--- src/rtl/fetch_ctrl_pkg.sv ---
// Shared types and constants for the instruction-fetch sequencer.
// The state encoding is fixed because it also appears in the global defines.
package fetch_ctrl_pkg;

    localparam int WORD_WIDTH = 32;
    localparam logic [WORD_WIDTH-1:0] ZERO_WORD = '0;

    typedef enum logic [1:0] {
        S_IDLE = 2'd0,
        S_REQ  = 2'd1,
        S_DROP = 2'd2,
        S_FULL = 2'd3
    } fc_state_e;

endpackage

--- src/rtl/fetch_buf.sv ---
// Output register toward ID plus a one-entry skid slot.
// Flush has priority over every other control.
module fetch_buf
    import fetch_ctrl_pkg::*;
#(
    parameter int W = WORD_WIDTH
) (
    input  logic         clk,
    input  logic         rst,
    input  logic         load,
    input  logic         skid_load,
    input  logic         shift,
    input  logic         consume,
    input  logic         flush,
    input  logic [W-1:0] in_data,
    input  logic [W-1:0] in_pc,
    output logic [W-1:0] inst_out,
    output logic [W-1:0] inst_pc,
    output logic         inst_valid,
    output logic         skid_valid
);

    logic [W-1:0] skid_data;
    logic [W-1:0] skid_pc;

    // A consumed slot is zeroed so ID always sees a nop while inst_valid is low.
    always_ff @(posedge clk) begin
        if (rst) begin
            inst_out   <= '0;
            inst_pc    <= '0;
            inst_valid <= 1'b0;
            skid_data  <= '0;
            skid_pc    <= '0;
            skid_valid <= 1'b0;
        end else if (flush) begin
            inst_out   <= '0;
            inst_valid <= 1'b0;
            skid_valid <= 1'b0;
        end else begin
            if (shift) begin
                inst_out   <= skid_data;
                inst_pc    <= skid_pc;
                inst_valid <= 1'b1;
                skid_valid <= 1'b0;
            end else if (load) begin
                inst_out   <= in_data;
                inst_pc    <= in_pc;
                inst_valid <= 1'b1;
            end else if (consume) begin
                inst_out   <= '0;
                inst_valid <= 1'b0;
            end
            if (skid_load) begin
                skid_data  <= in_data;
                skid_pc    <= in_pc;
                skid_valid <= 1'b1;
            end
        end
    end

endmodule

--- src/rtl/fetch_ctrl.sv ---
// Fetch sequencer: issues one memory request per PC, stalls the PC until it
// completes, and drops wrong-path data after a branch redirect.
module fetch_ctrl
    import fetch_ctrl_pkg::*;
#(
    parameter int W = WORD_WIDTH
) (
    input  logic         clk,
    input  logic         rst,
    input  logic [W-1:0] pc_in,
    input  logic         redirect,
    output logic         pc_stall,
    output logic         imem_req,
    output logic [W-1:0] imem_addr,
    input  logic         imem_ack,
    input  logic [W-1:0] imem_rdata,
    input  logic         id_ready,
    output logic [W-1:0] inst_out,
    output logic [W-1:0] inst_pc,
    output logic         inst_valid
);

    fc_state_e    state, state_next;
    logic [W-1:0] addr_q;
    logic         buf_load, skid_load, buf_shift, buf_flush;
    logic         skid_valid;
    logic         slot_free;

    // addr_q keeps the in-flight address once the PC has moved to a branch target.
    always_ff @(posedge clk) begin
        if (rst) begin
            state  <= S_IDLE;
            addr_q <= '0;
        end else begin
            state <= state_next;
            if (state == S_REQ) begin
                addr_q <= pc_in;
            end
        end
    end

    assign slot_free = !inst_valid || id_ready;

    always_comb begin
        state_next = state;
        buf_load   = 1'b0;
        skid_load  = 1'b0;
        buf_shift  = 1'b0;
        buf_flush  = redirect;
        case (state)
            S_IDLE: state_next = S_REQ;
            S_REQ: begin
                if (redirect) begin
                    state_next = imem_ack ? S_REQ : S_DROP;
                end else if (imem_ack) begin
                    if (slot_free) begin
                        buf_load = 1'b1;
                    end else begin
                        skid_load  = 1'b1;
                        state_next = S_FULL;
                    end
                end
            end
            S_DROP: begin
                if (imem_ack) begin
                    state_next = S_REQ;
                end
            end
            S_FULL: begin
                if (redirect) begin
                    state_next = S_REQ;
                end else if (id_ready) begin
                    buf_shift  = 1'b1;
                    state_next = S_REQ;
                end
            end
            default: state_next = S_IDLE;
        endcase
    end

    assign imem_req  = (state == S_REQ) || (state == S_DROP);
    assign imem_addr = (state == S_DROP) ? addr_q : pc_in;
    assign pc_stall  = !(redirect || ((state == S_REQ) && imem_ack));

    fetch_buf #(.W(W)) u_buf (
        .clk        (clk),
        .rst        (rst),
        .load       (buf_load),
        .skid_load  (skid_load),
        .shift      (buf_shift),
        .consume    (inst_valid && id_ready),
        .flush      (buf_flush),
        .in_data    (imem_rdata),
        .in_pc      (pc_in),
        .inst_out   (inst_out),
        .inst_pc    (inst_pc),
        .inst_valid (inst_valid),
        .skid_valid (skid_valid)
    );

endmodule

--- config.mk ---
export PLATFORM = sky130hd
export DESIGN_NAME = fetch_ctrl
export DESIGN_NICKNAME = d
export VERILOG_FILES = /design/src/rtl/fetch_ctrl_pkg.sv /design/src/rtl/fetch_buf.sv /design/src/rtl/fetch_ctrl.sv
export SDC_FILE = /design/constraint.sdc
export NUM_CORES = 1
export LEC_CHECK = 0
export ABC_AREA = 0
export CAP_MARGIN = 20
export CORE_MARGIN = 2
export CORE_UTILIZATION = 53
export CTS_CLUSTER_SIZE = 28
export DETAILED_ROUTE_END_ITERATION = 16
export GPL_TIMING_DRIVEN = 0
export PLACE_DENSITY = 0.85
export SLEW_MARGIN = 5
export SYNTH_ARGS = -nofsm -noshare
export SYNTH_HDL_FRONTEND = slang
export SYNTH_HIERARCHICAL = 1
export SYNTH_SLANG_ARGS = --single-unit
--- constraint.sdc ---
create_clock -name clk -period 3 [get_ports clk]
set_input_delay 0.3 -clock clk [delete_from_list [all_inputs] [get_ports clk]]
set_output_delay 0.3 -clock clk [all_outputs]
set_load 0.01 [all_outputs]
## Word level (Yosys, flattened, before mapping)

Index checks and enable logic that the tools add are counted.

- Flip-flop bits (word level): 163
- Input port bits: 69

- Equality and inequality tests: 7
- Muxes and demuxes: 28
- Bitwise gates (word level): 1
- Reduce and logical (&&, ||, !) cells: 14

Operators with widths:

| kind | count |
|---|---|
| 32-bit 2-to-1 mux | 6 |
| 1-bit 2-to-1 mux | 14 |
| 2-bit 2-to-1 mux | 7 |
| 3-bit inequality test, second input constant | 3 |
| 2-bit one-hot mux with 4 select lines | 1 |
| 2-bit equality test, second input constant | 2 |
| 2-bit AND reduction | 2 |
| 4-bit AND reduction | 1 |
| 1-bit logical OR | 3 |
| 3-bit nonzero test | 1 |
| 2-bit by 1-bit equality test with 1-bit output, second input constant | 1 |
| 1-bit logical AND | 2 |
| 1-bit zero test | 2 |
| 2-bit zero test | 1 |
| 2-bit inequality test, second input constant | 1 |
| 2-bit nonzero test | 1 |
| 2-bit OR reduction | 1 |
| 1-bit NOT | 1 |

## Logic depth before layout (Yosys ltp)

Gate-level depths: netlist (run 1).

- Depth after elaboration: 8
- Mapped depth: 11
- Mapped depth without buffers: 8

## By module

Netlist (run 1), hierarchy kept.

By module, submodules not included:

| module | instances | cells an instance | area each (um2) | seq. area each (um2) |
|---|---|---|---|---|
| fetch_buf | 1 | 543 | 5054.8 | 2602.5 |
| fetch_ctrl | 1 | 169 | 1735.4 | 680.7 |

## Worst setup path before layout (run 1)

Ideal clock, no wire load.

- Path type: flip-flop to flip-flop
- From: register state[0]
- To: register u_buf.inst_pc[10]
- Setup time: 0.118 ns
- Arrival: 1.776 ns
- Required time: 2.882 ns
- Slack: 1.106 ns
- Cell stages (with the launch flop): 10
- Path buffers: 3
- Cell sequence: dfxtp_1 -> ha_1 -> buf_6 -> nor2b_4 -> and3_1 -> clkbuf_1 -> nor2_1 -> o21ba_2 -> buf_2 -> o2bb2ai_2

- Longest elaborated chain between the ends: 4

RTL lines:

| element | line | RTL |
|---|---|---|
| start: declaration | fetch_ctrl.sv:23 | `fc_state_e state, state_next;` |
| start signal: assignment | fetch_ctrl.sv:35 | `state <= state_next;` |
| 2-bit by 1-bit equality test with 1-bit output | fetch_ctrl.sv:50 | `case (state)` |
| 1-bit 2-to-1 mux | fetch_ctrl.sv:50 |  |
| net buf_load | fetch_ctrl.sv:25 | `logic buf_load, skid_load, buf_shift, buf_flush;` |
| 2-bit nonzero test (no line) | n/a |  |
| 2-bit AND reduction (no line) | n/a |  |
| end signal: assignment | fetch_buf.sv:42 | `inst_pc <= skid_pc;` |
| end signal: assignment | fetch_buf.sv:47 | `inst_pc <= in_pc;` |
| end: declaration | fetch_buf.sv:18 | `output logic [W-1:0] inst_pc,` |

The timed path passes the listed nets, and every way through them passes these cells.
A chain may end at the register's enable or synchronous reset.

## Worst setup path in the final report (run 1)

- From: register state[1]
- To: output port imem_addr[2]

- Longest elaborated chain between the ends: 2

RTL lines:

| element | line | RTL |
|---|---|---|
| 2-bit equality test | fetch_ctrl.sv:82 | `assign imem_addr = (state == S_DROP) ? addr_q : pc_in;` |
| 32-bit 2-to-1 mux | fetch_ctrl.sv:82 |  |
| end: declaration | fetch_ctrl.sv:14 | `output logic [W-1:0] imem_addr,` |

No other way between the ends.

==> results.cfg, run 1 <==
[outcome]
status = complete, no violations

[worst_setup_path]
cp_data_arrival_time_ns = 2.45
critical_path.most_common_cell = buf_2
start_kind = flop
worst-path-buf-inv = 3
worst-r2r-setup-slack_ns = 0.55
crit_path_end_kind = output port
critical-path-top-delay-family = buffers and inverters
max_stage_delay_ns = 0.53
required_ns = 2.70
crit_slowest_cell = clkdlybuf4s50_1
worstPathCellList = ha_1, buf_2, buf_2, mux2_2, clkdlybuf4s50_1
worstSetupPathType = flop to output port
cp_max_fo = 10

[floorplanning]
ios = 168
die-area_mm2 = 0.01368
start_util_pct = 54.02
fp.dieW_um = 117.0
core_mm2 = 0.01252
core.rowCount = 41
die_y_um = 117.0

[global_route]
grt_pass1_wl_um = 28290
overflow = 0
use_met2_pct = 44.82
grt_use_met1_pct = 33.18
grt_pass1_vias = 5718
grt_max_degree = 17
grt_usage_pct = 26.57
use_met3_pct = 6.540
grt.busiest_layer = met2
antenna_found_initial = 0

[yosys]
synth_fp_nets = 781
synth_cells = 709
postSynthAreaPerCell_um2 = 9.537
yosys_warnings = 6
mappedNetlistArea_mm2 = 0.006761

[cts]
cts.htree.levels = 4
clkSlewWorstSetupHoldPaths_ns = 0.06
hold_buffers = 0
post_cts.repair.setup_buffers = 0
clock_path_buffers = 2
ctsResizeCount = 0
numClockSinks = 163
cts_buffers = 17
cts_tree = built
cts-root-buf = clkbuf_16
clk-insertion-delay-late_ns = 0.42

[sta]
finalCritPeriodShare_pct = 91.71
fin_crit_ns = 2.751
setup_slack_ns = 0.2488
rsz0062_at_grt = no
holdWs_ns = 0.4543
max_slew_margin_pct = 62.77
hold_viol = 0
tightest_slew_ns = 0.5585
setup-tns-final_ns = 0
finalClockSkew_ns = 0.007981
max_freq_mhz = 363.5
setup_viol = 0
slew_violations = 0

[power]
leakage_nw = 3.248
p_per_area_mw_per_mm2 = 545.4
max-vdd-ir-drop_v = 0.0003795

[drt]
routed_wl_um = 17930
drt_iter0_markers = 432
drc = 0
avgViaCountPerCell = 5.421
firstDrtPassIters = 5
routedWlPerCell_um = 16.60
drtAntennaViolNets = 0
vias = 5855

[layout]
final_cell_mix = clkdlybuf4s50_1 (167), dfxtp_1 (163), nand2_1 (131)
drive_above_1_share_pct = 13.44
fin_util_pct = 73.72
nNetsFinal = 967
layout_commonest_cell = clkdlybuf4s50_1
antenna_cells = 0
final_cell_area_mm2 = 0.009228
area_growth_pct = 36.47

[place]
dpl.hpwl_um = 12480
post-place-ws_ns = 0.4986
placed_cell_area_mm2 = 0.008648
port_buffers = 167
routabilityCongestion = 0.8077

[worst_hold_path]
worst_hold_path_type = flop to flop

[job]
cap_violations = 0
## worst paths after layout
path                                       start            endpoint  cells after the start
worst min register to register  u_buf/skid_pc[0]    u_buf/skid_pc[0]                      2
worst max register to register          state[1]  u_buf/inst_out[12]                     10
worst max-delay path                    state[1]        imem_addr[2]                      5
worst min-delay path            u_buf/skid_pc[0]    u_buf/skid_pc[0]                      2
## per-layer routing
layer / up-vias / share of wire, %
li1: 2842 / -
met1: 2752 / 43
met2: 238 / 48
met3: 23 / 7.6
met4: 0 / 1.5
met5: - / 0
## sequential cells by signal, summed over array words and instances (netlist names)
| name | flops |
|---|---|
| u_buf/inst_pc | 32 |
| u_buf/inst_out | 32 |
| state | 2 |
| u_buf/skid_data | 32 |
| u_buf/inst_valid | 1 |
| u_buf/skid_pc | 32 |
| addr_q | 32 |
## layout make-up
class / count / area (um2)
plain buffers: 61 / 305.3
clock buffers: 19 / 452.9
clock inverters: 13 / 126.4
fillers: 957 / 3289
inverters: 6 / 22.52
multi-input cells: 479 / 3171
flip-flops and latches: 163 / 3263
well taps: 172 / 215.2
repair buffers: 167 / 1672
## tightest hold or removal path, cell delays in order (launching register included)
cell and delay [ns]:
dfxtp_1 0.31, nand2_1 0.05, a21oi_1 0.05
## where the power goes
part | leakage [nW] | switching [mW] | internal, mW
clock | 0.273 | 0.906 | 1.20
combinational | 1.66 | 0.312 | 0.354
sequential | 1.32 | 0.0360 | 2.23
total | 3.25 | 1.25 | 3.78
## metrics by stage
step                      cells  power (mW)
final                      1080       5.033
after global routing       1080       5.205
after CTS                  1080       5.051
after detailed placement   1048       2.973
after global placement     1048       2.963
after floorplan             709       2.653
Power figures use the tool's default switching activity.
==> inputs of run 2 (changes only) <==
--- a/config.mk
+++ b/config.mk
@@ -11,7 +11,9 @@
 export CORE_UTILIZATION = 53
 export CTS_CLUSTER_SIZE = 28
 export DETAILED_ROUTE_END_ITERATION = 16
+export GPL_ROUTABILITY_DRIVEN = 0
 export GPL_TIMING_DRIVEN = 0
+export MAX_ROUTING_LAYER = met4
 export PLACE_DENSITY = 0.85
 export SLEW_MARGIN = 5
 export SYNTH_ARGS = -nofsm -noshare
==> run 2 against run 1 <==
Net effect:
- cell count stayed put
- count of clock-buffer cells in the layout stayed put
- power hardly changed
- largest power group unchanged
- critical path depth stayed put
- global-route usage is 0.84 points higher
- design area stayed put
- clock power hardly changed
==> results.cfg, run 2 (synthesized netlist as in run 1, its figures left out) <==
[cts]
clkSlewWorstSetupHoldPaths_ns = 0.07
clk-insertion-delay-late_ns = 0.42
clock_path_buffers = 2
hold_buffers = 0
cts.htree.levels = 4
cts_tree = built
cts_buffers = 17
numClockSinks = 163
cts-root-buf = clkbuf_16
ctsResizeCount = 0
post_cts.repair.setup_buffers = 0

[worst_setup_path]
cp_max_fo = 10
crit_end = imem_addr[2]
cp_data_arrival_time_ns = 2.45
r2r-end = u_buf/inst_out[12]
crit_path_end_kind = output port
worstPathCellList = ha_1, buf_2, buf_2, mux2_2, clkdlybuf4s50_1
start_kind = flop
critical_path.most_common_cell = buf_2
r2r-start = state[1]
cp-startpoint = state[1]
required_ns = 2.70
r2r_cells = 10
worstSetupPathType = flop to output port
crit_slowest_cell = clkdlybuf4s50_1
worst-r2r-setup-slack_ns = 0.58
max_stage_delay_ns = 0.53

[place]
port_buffers = 167
placed_cell_area_mm2 = 0.008648
dpl.hpwl_um = 12480

[floorplanning]
core_mm2 = 0.01252
die-area_mm2 = 0.01368
fp.dieW_um = 117.0
ios = 168
die_y_um = 117.0
start_util_pct = 54.02
core.rowCount = 41

[drt]
routedWlPerCell_um = 16.61
avgViaCountPerCell = 5.430
drtAntennaViolNets = 0
firstDrtPassIters = 5
drt_iter0_markers = 450
drc = 0
routed_wl_um = 17940
vias = 5864

[global_route]
use_met2_pct = 44.89
antenna_found_initial = 0
use_met3_pct = 6.128
grt.busiest_layer = met2
grt_pass1_wl_um = 28260
grt_max_degree = 17
grt_use_met1_pct = 33.47
grt_usage_pct = 27.41
overflow = 0
grt_pass1_vias = 5731

[layout]
area_growth_pct = 36.47
final_cell_area_mm2 = 0.009228
final_cell_mix = clkdlybuf4s50_1 (167), dfxtp_1 (163), nand2_1 (131)
n_fill_cell = 957
layout_commonest_cell = clkdlybuf4s50_1
nNetsFinal = 967
antenna_cells = 0
drive_above_1_share_pct = 13.44
fin_util_pct = 73.72

[power]
max-vdd-ir-drop_v = 0.0003826
leakage_nw = 3.248
p_per_area_mw_per_mm2 = 545.9

[job]
cap_violations = 0

[sta]
finalClockSkew_ns = 0.008321
tightest_slew_ns = 0.5747
slew_violations = 0
finalCritPeriodShare_pct = 91.70
hold_viol = 0
holdWs_ns = 0.4542
setup_viol = 0
rsz0062_at_grt = no
fin_crit_ns = 2.751
max_freq_mhz = 363.5
setup-tns-final_ns = 0
max_slew_margin_pct = 61.69

[worst_hold_path]
worst_hold_path_type = input pin to flop

[outcome]
status = complete, no violations
[run 2: worst min path at each step]
| stage | startpoint | endpoint | slack (ns) | depth (start not counted) |
|---|---|---|---|---|
| 6_report | imem_rdata[9] | u_buf/skid_data[9] | 0.45 | 3 |
| 5_1_grt | imem_rdata[9] | u_buf/skid_data[9] | 0.46 | 3 |
| 3_5_place_dp | u_buf/skid_pc[12] | u_buf/skid_pc[12] | 0.45 | 2 |
| 3_3_place_gp | u_buf/skid_pc[31] | u_buf/skid_pc[31] | 0.44 | 2 |
| 4_1_cts | imem_rdata[9] | u_buf/skid_data[9] | 0.45 | 3 |
| 2_1_floorplan | imem_rdata[0] | u_buf/skid_data[0] | 0.44 | 2 |
[run 2: where the power goes]
part	total, mW	switching, mW	internal [mW]
combinational	0.666	0.312	0.354
clock	2.11	0.910	1.20
sequential	2.26	0.0359	2.23
[run 2: layout make-up]
| cell class | instances | area, um2 | area share, % |
|---|---|---|---|
| clock inverter | 13 | 126.4 | 1.369 |
| timing repair buffer | 167 | 1672 | 18.12 |
| inverter | 6 | 22.52 | 0.2441 |
| sequential | 163 | 3263 | 35.36 |
| tap | 172 | 215.2 | 2.332 |
| multi-input combinational | 479 | 3171 | 34.36 |
| buffer | 61 | 305.3 | 3.308 |
| clock buffer | 19 | 452.9 | 4.908 |
[run 2: worst max-delay path: cells and delay by family (launching register included)]
family,cells,cell delay (ns)
buffers and inverters,3,1.11
DFF,1,0.38
adders and majority gates,1,0.16
muxes,1,0.38
[run 2: per-layer routing]
layer  part of all wire [%]  vias up
met4                    1.5        0
li1                       -     2842
met3                    6.3       25
met2                     48      205
met1                     44     2792
met5                      0        -
[run 2: metrics by stage]
stage / instances / power (mW) / setup WS (ns)
after floorplan: 709 / 2.653 / 1.106
after global placement: 1048 / 2.963 / 0.5367
after detailed placement: 1048 / 2.973 / 0.4986
after CTS: 1080 / 5.051 / 0.2417
after global routing: 1080 / 5.206 / 0.1239
final: 1080 / 5.037 / 0.2489
